[config.mk]
export PLATFORM = sky130hd
export DESIGN_NAME = ahb_slave_mem_arb
export DESIGN_NICKNAME = d
export VERILOG_FILES = /design/src/rtl/ahb_slave_mem_arb.sv
export SDC_FILE = /design/constraint.sdc
export NUM_CORES = 1
export LEC_CHECK = 0
export BUFFER_PORTS_ARGS = -buffer_cell sky130_fd_sc_hd__buf_2
export CAP_MARGIN = 20
export CORE_MARGIN = 2
export CORE_UTILIZATION = 49
export CTS_CLUSTER_SIZE = 14
export DETAILED_ROUTE_END_ITERATION = 8
export PLACE_DENSITY_LB_ADDON = 0.05
export SLEW_MARGIN = 20
export SYNTH_ARGS = -nofsm -noshare
export SYNTH_HDL_FRONTEND = slang
export SYNTH_SLANG_ARGS = --single-unit
[constraint.sdc]
create_clock -name clk -period 3.3 [get_ports clk]
set_input_delay 0.66 -clock clk [delete_from_list [all_inputs] [get_ports clk]]
set_output_delay 0.66 -clock clk [all_outputs]
set_load 0.02 [all_outputs]
[src/rtl/ahb_slave_mem_arb.sv]
// -----------------------------------------------------------------------------
// ahb_slave_mem_arb
// Shares one single-port RAM between two AHB slave-stub memory requesters.
// Each port owns one write slot (addr/data/bsel) and one read slot (addr).
// A round-robin arbiter issues at most one RAM op per cycle straight from the
// slot flops. Read data returns to the owning port one cycle after issue.
//
// Ports
//   clk, reset                 clock, synchronous active-high reset
//   WRn, ADDR_WRn, DINn, BSELn write request / address / data / byte enables
//   RDn, ADDR_RDn              read request / address
//   STALLn                     port busy, requests ignored while high
//   DOUTn, RVALIDn             read data (0 unless RVALIDn) and its valid
//   MEM_WR, MEM_RD             RAM write / read strobes
//   MEM_ADDR, MEM_DIN          RAM address and write data
//   MEM_BSEL                   RAM byte enables (0 on read or idle)
//   MEM_DOUT                   RAM read data, valid one cycle after MEM_RD
// -----------------------------------------------------------------------------
module ahb_slave_mem_arb #(
   parameter int ADDR_BITS = 24,
   parameter int DATA_BITS = 32
) (
   input  logic                     clk,
   input  logic                     reset,
   input  logic                     WR0,
   input  logic [ADDR_BITS-1:0]     ADDR_WR0,
   input  logic [DATA_BITS-1:0]     DIN0,
   input  logic [DATA_BITS/8-1:0]   BSEL0,
   input  logic                     RD0,
   input  logic [ADDR_BITS-1:0]     ADDR_RD0,
   output logic                     STALL0,
   output logic [DATA_BITS-1:0]     DOUT0,
   output logic                     RVALID0,
   input  logic                     WR1,
   input  logic [ADDR_BITS-1:0]     ADDR_WR1,
   input  logic [DATA_BITS-1:0]     DIN1,
   input  logic [DATA_BITS/8-1:0]   BSEL1,
   input  logic                     RD1,
   input  logic [ADDR_BITS-1:0]     ADDR_RD1,
   output logic                     STALL1,
   output logic [DATA_BITS-1:0]     DOUT1,
   output logic                     RVALID1,
   output logic                     MEM_WR,
   output logic                     MEM_RD,
   output logic [ADDR_BITS-1:0]     MEM_ADDR,
   output logic [DATA_BITS-1:0]     MEM_DIN,
   output logic [DATA_BITS/8-1:0]   MEM_BSEL,
   input  logic [DATA_BITS-1:0]     MEM_DOUT
);

   localparam int BSEL_BITS = DATA_BITS / 8;

   // Slot state per port; bit 0 = write slot valid, bit 1 = read slot valid.
   typedef enum logic [1:0] {
      SLOT_EMPTY = 2'b00,
      SLOT_W     = 2'b01,
      SLOT_R     = 2'b10,
      SLOT_WR    = 2'b11
   } slot_t;

   slot_t                slot_q  [2];
   slot_t                slot_d  [2];
   logic [ADDR_BITS-1:0] waddr_q [2];
   logic [ADDR_BITS-1:0] waddr_d [2];
   logic [DATA_BITS-1:0] wdata_q [2];
   logic [DATA_BITS-1:0] wdata_d [2];
   logic [BSEL_BITS-1:0] wbsel_q [2];
   logic [BSEL_BITS-1:0] wbsel_d [2];
   logic [ADDR_BITS-1:0] raddr_q [2];
   logic [ADDR_BITS-1:0] raddr_d [2];
   logic                 rr_q;
   logic                 rr_d;
   logic [1:0]           ret_q;     // one-hot owner of the read in flight
   logic [1:0]           ret_d;
   logic [1:0]           stall_q;
   logic [1:0]           stall_d;

   logic [1:0]           wr_in;
   logic [1:0]           rd_in;
   logic [ADDR_BITS-1:0] addr_wr_in [2];
   logic [ADDR_BITS-1:0] addr_rd_in [2];
   logic [DATA_BITS-1:0] din_in     [2];
   logic [BSEL_BITS-1:0] bsel_in    [2];

   logic [1:0]           pend;
   logic                 gnt;
   logic                 issue_valid;

   assign wr_in         = {WR1, WR0};
   assign rd_in         = {RD1, RD0};
   assign addr_wr_in[0] = ADDR_WR0;
   assign addr_wr_in[1] = ADDR_WR1;
   assign addr_rd_in[0] = ADDR_RD0;
   assign addr_rd_in[1] = ADDR_RD1;
   assign din_in[0]     = DIN0;
   assign din_in[1]     = DIN1;
   assign bsel_in[0]    = BSEL0;
   assign bsel_in[1]    = BSEL1;

   // Arbitration: a lone requester wins; on a tie the port other than rr_q wins.
   always_comb begin
      pend[0]     = (slot_q[0] != SLOT_EMPTY);
      pend[1]     = (slot_q[1] != SLOT_EMPTY);
      issue_valid = pend[0] | pend[1];
      if (pend[0] && pend[1]) begin
         gnt = ~rr_q;
      end else if (pend[1]) begin
         gnt = 1'b1;
      end else begin
         gnt = 1'b0;
      end
   end

   // RAM command driven straight from the granted port's slots; write goes before read.
   always_comb begin
      MEM_WR   = 1'b0;
      MEM_RD   = 1'b0;
      MEM_ADDR = {ADDR_BITS{1'b0}};
      MEM_DIN  = {DATA_BITS{1'b0}};
      MEM_BSEL = {BSEL_BITS{1'b0}};
      if (issue_valid) begin
         case (slot_q[gnt])
            SLOT_W, SLOT_WR: begin
               MEM_WR   = 1'b1;
               MEM_ADDR = waddr_q[gnt];
               MEM_DIN  = wdata_q[gnt];
               MEM_BSEL = wbsel_q[gnt];
            end
            SLOT_R: begin
               MEM_RD   = 1'b1;
               MEM_ADDR = raddr_q[gnt];
            end
            default: begin
               MEM_WR   = 1'b0;
            end
         endcase
      end else begin
         MEM_RD = 1'b0;
      end
   end

   // Next state: clear the issued slot, mark the read owner, accept new requests.
   always_comb begin
      for (int n = 0; n < 2; n++) begin
         slot_d[n]  = slot_q[n];
         waddr_d[n] = waddr_q[n];
         wdata_d[n] = wdata_q[n];
         wbsel_d[n] = wbsel_q[n];
         raddr_d[n] = raddr_q[n];
      end
      rr_d    = rr_q;
      ret_d   = 2'b00;
      stall_d = 2'b00;

      if (issue_valid) begin
         rr_d = gnt;
         case (slot_q[gnt])
            SLOT_WR: slot_d[gnt] = SLOT_R;
            SLOT_W:  slot_d[gnt] = SLOT_EMPTY;
            SLOT_R: begin
               slot_d[gnt] = SLOT_EMPTY;
               ret_d[gnt]  = 1'b1;
            end
            default: slot_d[gnt] = slot_q[gnt];
         endcase
      end else begin
         rr_d = rr_q;
      end

      // A non-stalled port has empty slots, so accepting never collides with a clear.
      for (int n = 0; n < 2; n++) begin
         if (!stall_q[n]) begin
            slot_d[n] = slot_t'({rd_in[n], wr_in[n]});
            if (wr_in[n]) begin
               waddr_d[n] = addr_wr_in[n];
               wdata_d[n] = din_in[n];
               wbsel_d[n] = bsel_in[n];
            end else begin
               waddr_d[n] = waddr_q[n];
            end
            if (rd_in[n]) begin
               raddr_d[n] = addr_rd_in[n];
            end else begin
               raddr_d[n] = raddr_q[n];
            end
         end else begin
            raddr_d[n] = raddr_q[n];
         end
         // Port stays busy until its slots drain and its read data has been returned.
         stall_d[n] = (slot_d[n] != SLOT_EMPTY) | ret_d[n];
      end
   end

   // State registers with synchronous reset; pointer resets to 1 so port 0 wins the first tie.
   always_ff @(posedge clk) begin
      if (reset) begin
         for (int n = 0; n < 2; n++) begin
            slot_q[n]  <= SLOT_EMPTY;
            waddr_q[n] <= {ADDR_BITS{1'b0}};
            wdata_q[n] <= {DATA_BITS{1'b0}};
            wbsel_q[n] <= {BSEL_BITS{1'b0}};
            raddr_q[n] <= {ADDR_BITS{1'b0}};
         end
         rr_q    <= 1'b1;
         ret_q   <= 2'b00;
         stall_q <= 2'b00;
      end else begin
         for (int n = 0; n < 2; n++) begin
            slot_q[n]  <= slot_d[n];
            waddr_q[n] <= waddr_d[n];
            wdata_q[n] <= wdata_d[n];
            wbsel_q[n] <= wbsel_d[n];
            raddr_q[n] <= raddr_d[n];
         end
         rr_q    <= rr_d;
         ret_q   <= ret_d;
         stall_q <= stall_d;
      end
   end

   assign STALL0  = stall_q[0];
   assign STALL1  = stall_q[1];
   assign RVALID0 = ret_q[0];
   assign RVALID1 = ret_q[1];
   // MEM_DOUT is only forwarded to the port whose read is returning this cycle.
   assign DOUT0   = ret_q[0] ? MEM_DOUT : {DATA_BITS{1'b0}};
   assign DOUT1   = ret_q[1] ? MEM_DOUT : {DATA_BITS{1'b0}};

endmodule

==> flow_summary.ini <==
[placement]
io_buffers = 335
hpwlAfterDp_mm = 15.2
place.gp.congestion = 0.817

[synth]
syn-num-nets = 988
synth_commonest_cells = 232 x and2_1, 168 x edfxtp_1, 76 x nand2_1
synth_area_leaders = edfxtp_1 58%, and2_1 17%, a21oi_1 3.7%
synth_seq_cells = 177
ys_types = 31
synth_top_area_share_pct = 58.0
synth_ff_type = edfxtp_1
synth_edf_count = 168
synth_top_family_by_area = simple AND/OR/NAND/NOR gates
synthCells = 779
synth_xor_area_share_pct = 0
ys_seq_area_share_pct = 60.1
synth_fa_ha_area_share_pct = 0.432
ys_warn_count = 0
synth.largest_area_cell = edfxtp_1
synthArstFlopShare_pct = 0
synth.mux.area_fraction_pct = 0
synth-compound-area-share_pct = 9.37
synthSimpleGateAreaFrac_pct = 26.7
synth_most_common_cell = and2_1
synth.avg_cell_area_um2 = 11.2
syn_area_mm2 = 0.00869

[setup_path]
crit_slowest_cell = dfxtp_1
r2r_end = stall_q[0]
crit_required_ps = 2640
crit_type = reg2out
cp_cell_sequence = a21boi_0 -> o22a_1 -> inv_1 -> ha_1 -> a21oi_2 -> buf_4 -> o31a_1 -> buf_2
crit_start = slot_q[0][1]
arrival_ps = 2460
slowest_delay_ps = 470
timing.rr.start = slot_q[0][1]
worstSetupStartpointType = flop
end_kind = output port
cp_max_fo = 24
r2r_cells = 9
rrSetupSlack_ps = 870
critPathCapture = MEM_ADDR[16]

[layout]
nets = 1294
drive_gt1_share_pct = 35.8
area_growth_pct = 28.3

[clocking]
clock-root-buffer = clkbuf_16
clockBufferDepth = 2
ctsHoldBuffers = 0
path_clk_slew_ps = 70
worstSkewPairLatency_ps = 430
cts_htree_levels = 4
cts_buffers = 17
cts_tree = built
clock-sinks = 177

[detailed_routing]
routedWlPerCell_um = 17.3
route.detailed.drc = 0
totalWireLength_mm = 22.9
drt-initial-drc-count = 492
viasPerCell = 5.13
antenna_left = 0
num_vias = 6782
dr.pass1.iters = 5

[global_route]
antenna_found_initial = 3
grt_usage_pct = 23.9
grt_pass1_vias = 6514
grt_start_max_net_pins = 65
overflow = 0
grt_pass1_wl_mm = 34.1

[timing]
maxSlewViolCount = 0
rsz0062_at_grt = false
setup_viol = 0
slew_headroom_pct = 39.6
fin_skew_ps = 11.6
final.min_clock_period_ps = 3120
setup_tns_ps = 0
final_hold_viol_count = 0
worst_pin_slew_ps = 906
fin_hold_ws_ps = 495
fin_crit_sh_pct = 94.6
max_freq_mhz = 320

[pwr]
vdd_drop_max_mv = 0.393
fin_total_pwr_w = 0.00691
p_leak_nw = 5.13
power_density_mw_per_mm2 = 620

[run_status]
outcome = finished, final reports clean

[run]
maxCapViolCount = 0

[floorplanning]
rows = 48
design.core.area_mm2 = 0.0173
ioPinCount = 336
die_w_um = 137
die-area_mm2 = 0.0188
start_util_pct = 50.3
die_h_um = 137

[hold_path]
hp-class = in2reg
through the flow:
step                cells  setup WS [ps]  utilization, %  cell area, um2
detailed placement   1291            411            61.2           10600
global placement     1291            535            61.2           10600
floorplan             779            159               -            8690
CTS                  1322           60.7            64.4           11100
finish               1323            179            64.5           11200
global route         1323           45.3            64.5           11200
where the power goes:
group	switching, W	internal [W]	total, W
Combinational	0.00122	0.000639	0.00186
Clock	0.000876	0.00111	0.00199
Sequential	0.000145	0.00292	0.00307
Total	0.00224	0.00468	0.00691
worst max-delay path, delay by kind of cell (launching register included):
kind	cells	cell delay, ps
flops	1	470
compound gates	4	770
buf+inv	3	530
fa+ha+maj	1	250
flip-flops by register name, indices dropped and copies added, names as in the netlist:
| signal | cells |
|---|---|
| wdata_q | 64 |
| wbsel_q | 8 |
| slot_q | 4 |
| rr_q | 1 |
| stall_q | 2 |
| ret_q | 2 |
| waddr_q | 48 |
| raddr_q | 48 |
worst min-delay path by stage:
stage | slack [ps] | cells after the start | to | start
finish | 500 | 2 | raddr_q[1][15] | ADDR_RD1[15]
global route | 490 | 2 | raddr_q[0][22] | ADDR_RD0[22]
CTS | 490 | 2 | wdata_q[1][9] | DIN1[9]
detailed placement | 560 | 2 | slot_q[1][0] | stall_q[1]
global placement | 580 | 2 | slot_q[1][0] | stall_q[1]
floorplan | 550 | 2 | slot_q[0][1] | slot_q[0][1]
timing repair:
action	4_1_cts	5_1_grt
resized for setup	1	4
setup buffers	0	0
setup endpoints to repair	21	29
layout make-up:
class	count	area, um2
inverters	6	22.5
fillers	1443	6140
well taps	225	282
clock inverters	13	136
clock buffers	18	429
repair buffers	351	1820
diodes	1	2.50
multi-input cells	532	3240
flip-flops and latches	177	5230
cells by family (layout without fill, tap and decap cells):
family / Yosys count / after routing
AO/OA/AOI/OAI: 130 / 130
adder cells (fa/ha/maj): 3 / 3
AND/OR/NAND/NOR: 399 / 399
buffers and inverters: 70 / 388
other: 0 / 1
flip-flops: 177 / 177
routing by layer:
| layer | global-route usage (%) | vias to the layer above | routed length, um |
|---|---|---|---|
| met4 | 7.50 | 4 | 369 |
| met2 | 37.8 | 257 | 10800 |
| met5 | 0 | - | 31 |
| met1 | 31.5 | 3173 | 9680 |
| met3 | 7.36 | 28 | 2040 |
| li1 | - | 3320 | - |
cell usage in the layout, fill, tap and decap left out, types with 3 or more instances in the layout:
cell type / instances
buf_2: 335
and2_1: 232
edfxtp_1: 168
nand2_1: 76
a21oi_1: 62
and3_1: 48
o21ai_0: 25
nand3b_1: 24
o31a_1: 24
clkbuf_16: 17
buf_4: 13
nand2b_1: 7
dfxtp_1: 7
inv_1: 6
nor2_1: 4
clkinvlp_4: 4
ha_1: 3
Note: power is estimated with default switching activity, not from simulation.
